`src/rtl/wave_sel_ctrl_pkg.sv`:
```
// ---------------------------------------------------------------------------
// wave_sel_ctrl_pkg
// Shared definitions for the waveform selector and the DDS address stage.
//   CNT_W            : width of the per-key debounce counter
//   CNT_MAX_DEFAULT  : stable-low count for a valid press (20 ms at 50 MHz)
//   WAVE_*           : one-hot waveform select codes
//   wave_from_flags  : priority select, lowest key index wins
// ---------------------------------------------------------------------------
package wave_sel_ctrl_pkg;

  localparam int          CNT_W           = 20;
  localparam logic [19:0] CNT_MAX_DEFAULT = 20'd999_999;

  localparam logic [3:0] WAVE_SINE   = 4'b0001;
  localparam logic [3:0] WAVE_SQUARE = 4'b0010;
  localparam logic [3:0] WAVE_TRI    = 4'b0100;
  localparam logic [3:0] WAVE_SAW    = 4'b1000;

  // Key 0 has the highest priority; with no pulse the current code is kept,
  // so re-pressing the active waveform never disturbs the output.
  function automatic logic [3:0] wave_from_flags(input logic [3:0] flags,
                                                 input logic [3:0] current);
    logic [3:0] result;
    result = current;
    if (flags[0])      result = WAVE_SINE;
    else if (flags[1]) result = WAVE_SQUARE;
    else if (flags[2]) result = WAVE_TRI;
    else if (flags[3]) result = WAVE_SAW;
    return result;
  endfunction

endpackage

```
`src/rtl/wave_sel_ctrl_key_filter.sv`:
```
// ---------------------------------------------------------------------------
// key_filter
// Debounces one active-low push button and emits a single-cycle pulse per
// accepted press.
//   sys_clk   : system clock
//   sys_rst_n : asynchronous active-low reset
//   key_in    : raw key, active-low, asynchronous to sys_clk
//   key_flag  : registered one-cycle pulse when the press is accepted
// ---------------------------------------------------------------------------
module key_filter
  import wave_sel_ctrl_pkg::*;
#(
  parameter logic [CNT_W-1:0] CNT_MAX = CNT_MAX_DEFAULT
) (
  input  logic sys_clk,
  input  logic sys_rst_n,
  input  logic key_in,
  output logic key_flag
);

  logic             r_sync1;
  logic             r_sync2;
  logic [CNT_W-1:0] r_cnt;
  logic             r_flag;

  // Two-flop synchronizer; resets to the released (high) level so that a
  // key held through reset looks like a fresh press afterwards.
  always_ff @(posedge sys_clk or negedge sys_rst_n) begin
    if (!sys_rst_n) begin
      r_sync1 <= 1'b1;
      r_sync2 <= 1'b1;
    end else begin
      r_sync1 <= key_in;
      r_sync2 <= r_sync1;
    end
  end

  // Stable-low counter: any high sample restarts it, and it parks at
  // CNT_MAX so a held key cannot re-trigger.
  always_ff @(posedge sys_clk or negedge sys_rst_n) begin
    if (!sys_rst_n) begin
      r_cnt <= '0;
    end else if (r_sync2) begin
      r_cnt <= '0;
    end else if (r_cnt != CNT_MAX) begin
      r_cnt <= r_cnt + 1'b1;
    end
  end

  // The counter passes CNT_MAX-1 only once per press, which makes the
  // flag a natural single-cycle pulse.
  always_ff @(posedge sys_clk or negedge sys_rst_n) begin
    if (!sys_rst_n) begin
      r_flag <= 1'b0;
    end else begin
      r_flag <= ~r_sync2 && (r_cnt == CNT_MAX - 1'b1);
    end
  end

  assign key_flag = r_flag;

endmodule

```
`src/rtl/wave_sel_ctrl.sv`:
```
// ---------------------------------------------------------------------------
// wave_sel_ctrl
// Four debounced keys pick the DDS waveform.
//   sys_clk   : system clock
//   sys_rst_n : asynchronous active-low reset
//   key_in    : raw keys, active-low; bit i requests waveform i
//   wave_sel  : registered one-hot waveform select (sine after reset)
//   key_flag  : registered one-cycle pulse per accepted press
// ---------------------------------------------------------------------------
module wave_sel_ctrl
  import wave_sel_ctrl_pkg::*;
#(
  parameter logic [CNT_W-1:0] CNT_MAX = CNT_MAX_DEFAULT,
  parameter int               KEY_W   = 4
) (
  input  logic             sys_clk,
  input  logic             sys_rst_n,
  input  logic [KEY_W-1:0] key_in,
  output logic [3:0]       wave_sel,
  output logic [KEY_W-1:0] key_flag
);

  logic [KEY_W-1:0] w_key_flag;
  logic [3:0]       r_wave_sel;

  // One independent debouncer per key.
  for (genvar gi = 0; gi < KEY_W; gi++) begin : g_key
    key_filter #(
      .CNT_MAX (CNT_MAX)
    ) u_key_filter (
      .sys_clk   (sys_clk),
      .sys_rst_n (sys_rst_n),
      .key_in    (key_in[gi]),
      .key_flag  (w_key_flag[gi])
    );
  end

  // The register only ever loads a package code or its own value, so it
  // stays one-hot from reset onward.
  always_ff @(posedge sys_clk or negedge sys_rst_n) begin
    if (!sys_rst_n) begin
      r_wave_sel <= WAVE_SINE;
    end else begin
      r_wave_sel <= wave_from_flags(w_key_flag, r_wave_sel);
    end
  end

  assign wave_sel = r_wave_sel;
  assign key_flag = w_key_flag;

endmodule

```
`config.mk`:
```
export PLATFORM = sky130hd
export DESIGN_NAME = wave_sel_ctrl
export DESIGN_NICKNAME = d
export VERILOG_FILES = /design/src/rtl/wave_sel_ctrl_pkg.sv /design/src/rtl/wave_sel_ctrl_key_filter.sv /design/src/rtl/wave_sel_ctrl.sv
export SDC_FILE = /design/constraint.sdc
export NUM_CORES = 1
export LEC_CHECK = 0
export ABC_CLOCK_PERIOD_IN_PS = 2450
export BUFFER_PORTS_ARGS = -buffer_cell sky130_fd_sc_hd__buf_4
export CORE_AREA = 3 3 107 109
export CTS_CLUSTER_DIAMETER = 150
export DETAILED_ROUTE_END_ITERATION = 7
export DIE_AREA = 0 0 110 112
export GPL_ROUTABILITY_DRIVEN = 0
export PLACE_DENSITY_LB_ADDON = 0.25
export SETUP_SLACK_MARGIN = 0.4
export SLEW_MARGIN = 20
export SYNTH_ARGS = -nofsm -noshare
export SYNTH_HDL_FRONTEND = slang
export SYNTH_HIERARCHICAL = 1
export SYNTH_SLANG_ARGS = --single-unit
```
`constraint.sdc`:
```
create_clock -name sys_clk -period 2.45 [get_ports sys_clk]
set_clock_uncertainty 0.05 [all_clocks]
set_input_delay 0 -clock sys_clk [delete_from_list [all_inputs] [get_ports sys_clk]]
set_output_delay 0 -clock sys_clk [all_outputs]
set_load 0.02 [all_outputs]
```
==> impl_metrics.csv <==
group,metric,value,unit
grt,antenna_found_initial,0,
routing,top_layer,"met4",
routing,post-route-drc-count,0,
cells_and_area,final-seq-area,2410,µm²
synth,ys_async_sr_fraction,1.00,
pwr,p_comb_frac,0.033,
floorplanning,dieArea,12300,µm²
worst_setup_path,startpoint,"g_key[1].u_key_filter/r_cnt[0]",
synth,synth_ff_type,"dfrtp_1",
outcome,outcome,"finished clean",
cells_and_area,fillers,955,
timing,finalCritPeriodShare,0.798,
clocking,cts_buffers,9,
pwr,p_total,2.91,mW
synth,yosys_warnings,6,
grt,grt_max_degree,61,
worst_setup_path,reg2reg_from,"g_key[1].u_key_filter/r_cnt[0]",
timing,rsz0062_at_grt,"yes",
timing,setup_tns,0,ps
synth,synth_seq_cells,96,
synth,postSynthAreaPerCell,10.5,µm²
synth,ys_seq_area_frac,0.480,
clocking,cts.htree.levels,3,
pwr,switchingPower,675,µW
timing,whs,203,ps
routing,drt-met1-wl,4710,µm
pwr,power_density,521,nW/µm²
floorplanning,core_area,10700,µm²
pwr,ir_drop,0.433,mV
routing,wl_met3,261,µm
flow_run,drv_cap,0,
synth,synth_area_leaders,"dfrtp_1, dfstp_2, xnor2_1",
grt,first_global_vias,3416,
synth,synth_top_cell_area_share,0.433,
grt,grtUsageTotal,0.161,
synth,synth_edf_count,0,
cells_and_area,nNetsFinal,509,
cells_and_area,final_util,0.522,
pwr,internal-power,2.24,mW
routing,wire_per_inst,14.6,µm
clocking,clk_path_buf_depth,2,
pwr,share_seq_of_total_power,0.572,
timing,max_slew_margin,0.485,
pwr,leakagePower,2.40,nW
timing,fmax,512,MHz
clocking,cts_tree,"built",
placement,io_buffers,13,
cells_and_area,drive_gt1_frac,0.170,
grt,grt.overflow.total,0,
routing,drt-total-wl,9360,µm
routing,drt_first_pass_iters,4,
floorplanning,io-pin-count,14,
clocking,cts.sinks,96,
worst_setup_path,cp-end-kind,"flop",
timing,final_max_slew_viol_count,0,
floorplanning,die_h,112,µm
timing,hold_violations,0,
worst_setup_path,critPathKind,"flop to flop",
clocking,post_cts_buffers,0,
clocking,root_buffer,"clkbuf_8",
cells_and_area,area_growth,10.9,%
floorplanning,die_x,110,µm
pwr,clock_power_share,0.395,
routing,antenna_left,0,
timing,fin_crit,1950,ps
hold_path,hold_class,"primary input to asynchronous set/reset pin",
floorplanning,start_util,0.470,
routing,vias,3633,
routing,first_iter_violations,125,
cells_and_area,diodes,0,
floorplanning,rows,38,
worst_setup_path,start_kind,"flop",
pwr,netSwitchingFraction,0.232,
worst_setup_path,worstPathRequired,2700,ps
worst_setup_path,path_max_fanout,6,
worst_setup_path,r2r_cells,4,
cells_and_area,multi_input_area,2520,µm²
routing,vias_per_cell,5.68,
grt,grt_pass1_wl,16200,µm
worst_setup_path,cp_data_arrival_time,2200,ps
placement,hpwl,6180,µm
synth,syn-instance-count,478,
routing,wl_met2,4280,µm
timing,finalSetupViolations,0,
timing,worst_pin_slew,773,ps
synth,yosysTopAreaCell,"dfrtp_1",
synth,netlist_area,5030,µm²
clocking,clk_latency,360,ps
synth,synthDistinctLibCells,54,
synth,postSynthNetCount,492,
clocking,clkTransAtPathRegs,100,ps
final cells by class:
| cell class | instances | area share |
|---|---|---|
| Clock buffer | 10 | 0.0229 |
| Sequential cell | 96 | 0.433 |
| Timing Repair Buffer | 25 | 0.0359 |
| Tap cell | 140 | 0.0314 |
| Inverter | 15 | 0.0101 |
| Clock inverter | 6 | 0.0164 |
| Multi-Input combinational cell | 348 | 0.451 |
metal layers:
layer,vias up,track usage
li1,1777,-
met2,44,0.244
met1,1804,0.231
met4,0,0.0424
met5,-,0
met3,8,0.0412
cells in the mapped netlist, types with 5 or more instances:
| cell | n |
|---|---|
| a31oi_1 | 11 |
| nor3_1 | 20 |
| or3_1 | 12 |
| nand4_1 | 13 |
| clkbuf_1 | 12 |
| a21oi_1 | 26 |
| nor4_1 | 5 |
| dfrtp_1 | 87 |
| a31o_1 | 6 |
| a211oi_2 | 6 |
| nand4_2 | 8 |
| nor2_1 | 60 |
| mux2_1 | 9 |
| xnor2_1 | 27 |
| and3_1 | 6 |
| nor2b_1 | 13 |
| o21ai_0 | 13 |
| ha_1 | 8 |
| nand3_1 | 16 |
| nand2_1 | 12 |
| inv_1 | 15 |
| dfstp_2 | 9 |
| nand2b_1 | 6 |
| o31ai_1 | 5 |
final timing paths:
path	end	slack [ps]
max reg2reg	g_key[1].u_key_filter/r_cnt[19]	500
max in group asynchronous	wave_sel[0]	1360
min in group sys_clk	g_key[1].u_key_filter/r_sync1	230
max	g_key[1].u_key_filter/r_cnt[19]	500
min reg2reg	g_key[2].u_key_filter/r_sync2	310
min	g_key[3].u_key_filter/r_cnt[14]	200
critical path, cell delays in order (launching register included):
cell     delay, ps
dfrtp_1        470
nand4_2        190
or4_4          610
or4_1          420
a21oi_1        150
cell families after synthesis:
family	synth area share
compound gates	0.103
xor+xnor	0.0540
fa+ha+maj	0.0199
buf+inv	0.0278
flops	0.480
mux	0.0313
simple gates	0.285
repair_timing:
action	in CTS	in global routing
endpoints found under the hold margin	57	0
hold buffers	5	0
endpoints found under the setup margin	0	8
gates resized for setup	0	6
power groups by stage:
stage	logic (mW)	clock network (mW)	registers, mW
finish	0.0951	1.15	1.67
global route	0.111	1.26	1.67
CTS	0.0983	1.19	1.66
detailed placement	0.0914	0	1.69
global placement	0.0882	0	1.69
floorplan	0.0637	0	1.66
cells in the final DEF (no fill, tap or decap), types with 4 or more instances in the layout:
cell	count
and4b_1	4
o31ai_1	5
dfstp_2	9
nand2_1	12
or3_1	12
nor3_1	20
nand4_2	8
and3_1	6
nand4_1	13
nor4_4	6
nor2_1	60
nand3_1	16
and4_1	4
a31o_1	6
xnor2_1	27
a31oi_1	11
ha_1	7
dfrtp_1	86
nor4_1	5
clkbuf_8	9
a211oi_2	6
nor2b_1	13
a21oi_1	26
xor2_1	4
nand2b_1	6
inv_1	15
dlygate4sd3_1	5
mux2_1	9
o21ai_0	13
o21bai_1	4
buf_4	20
nand4b_1	4
sequential cells by signal, indices dropped and copies added, names as in the netlist:
register and flops:
g_key.u_key_filter/key_flag 4, wave_sel 4, g_key.u_key_filter/r_sync1 4, g_key.u_key_filter/r_sync2 4
g_key.u_key_filter/r_cnt 80
per-stage QoR:
stage,setup WS (ps),instance area [µm²],cells
floorplan,582,5030,478
global placement,517,5270,619
detailed placement,462,5270,619
CTS,455,5540,640
global route,389,5580,640
finish,496,5580,640
No activity file was read; power rests on OpenSTA's default activity.
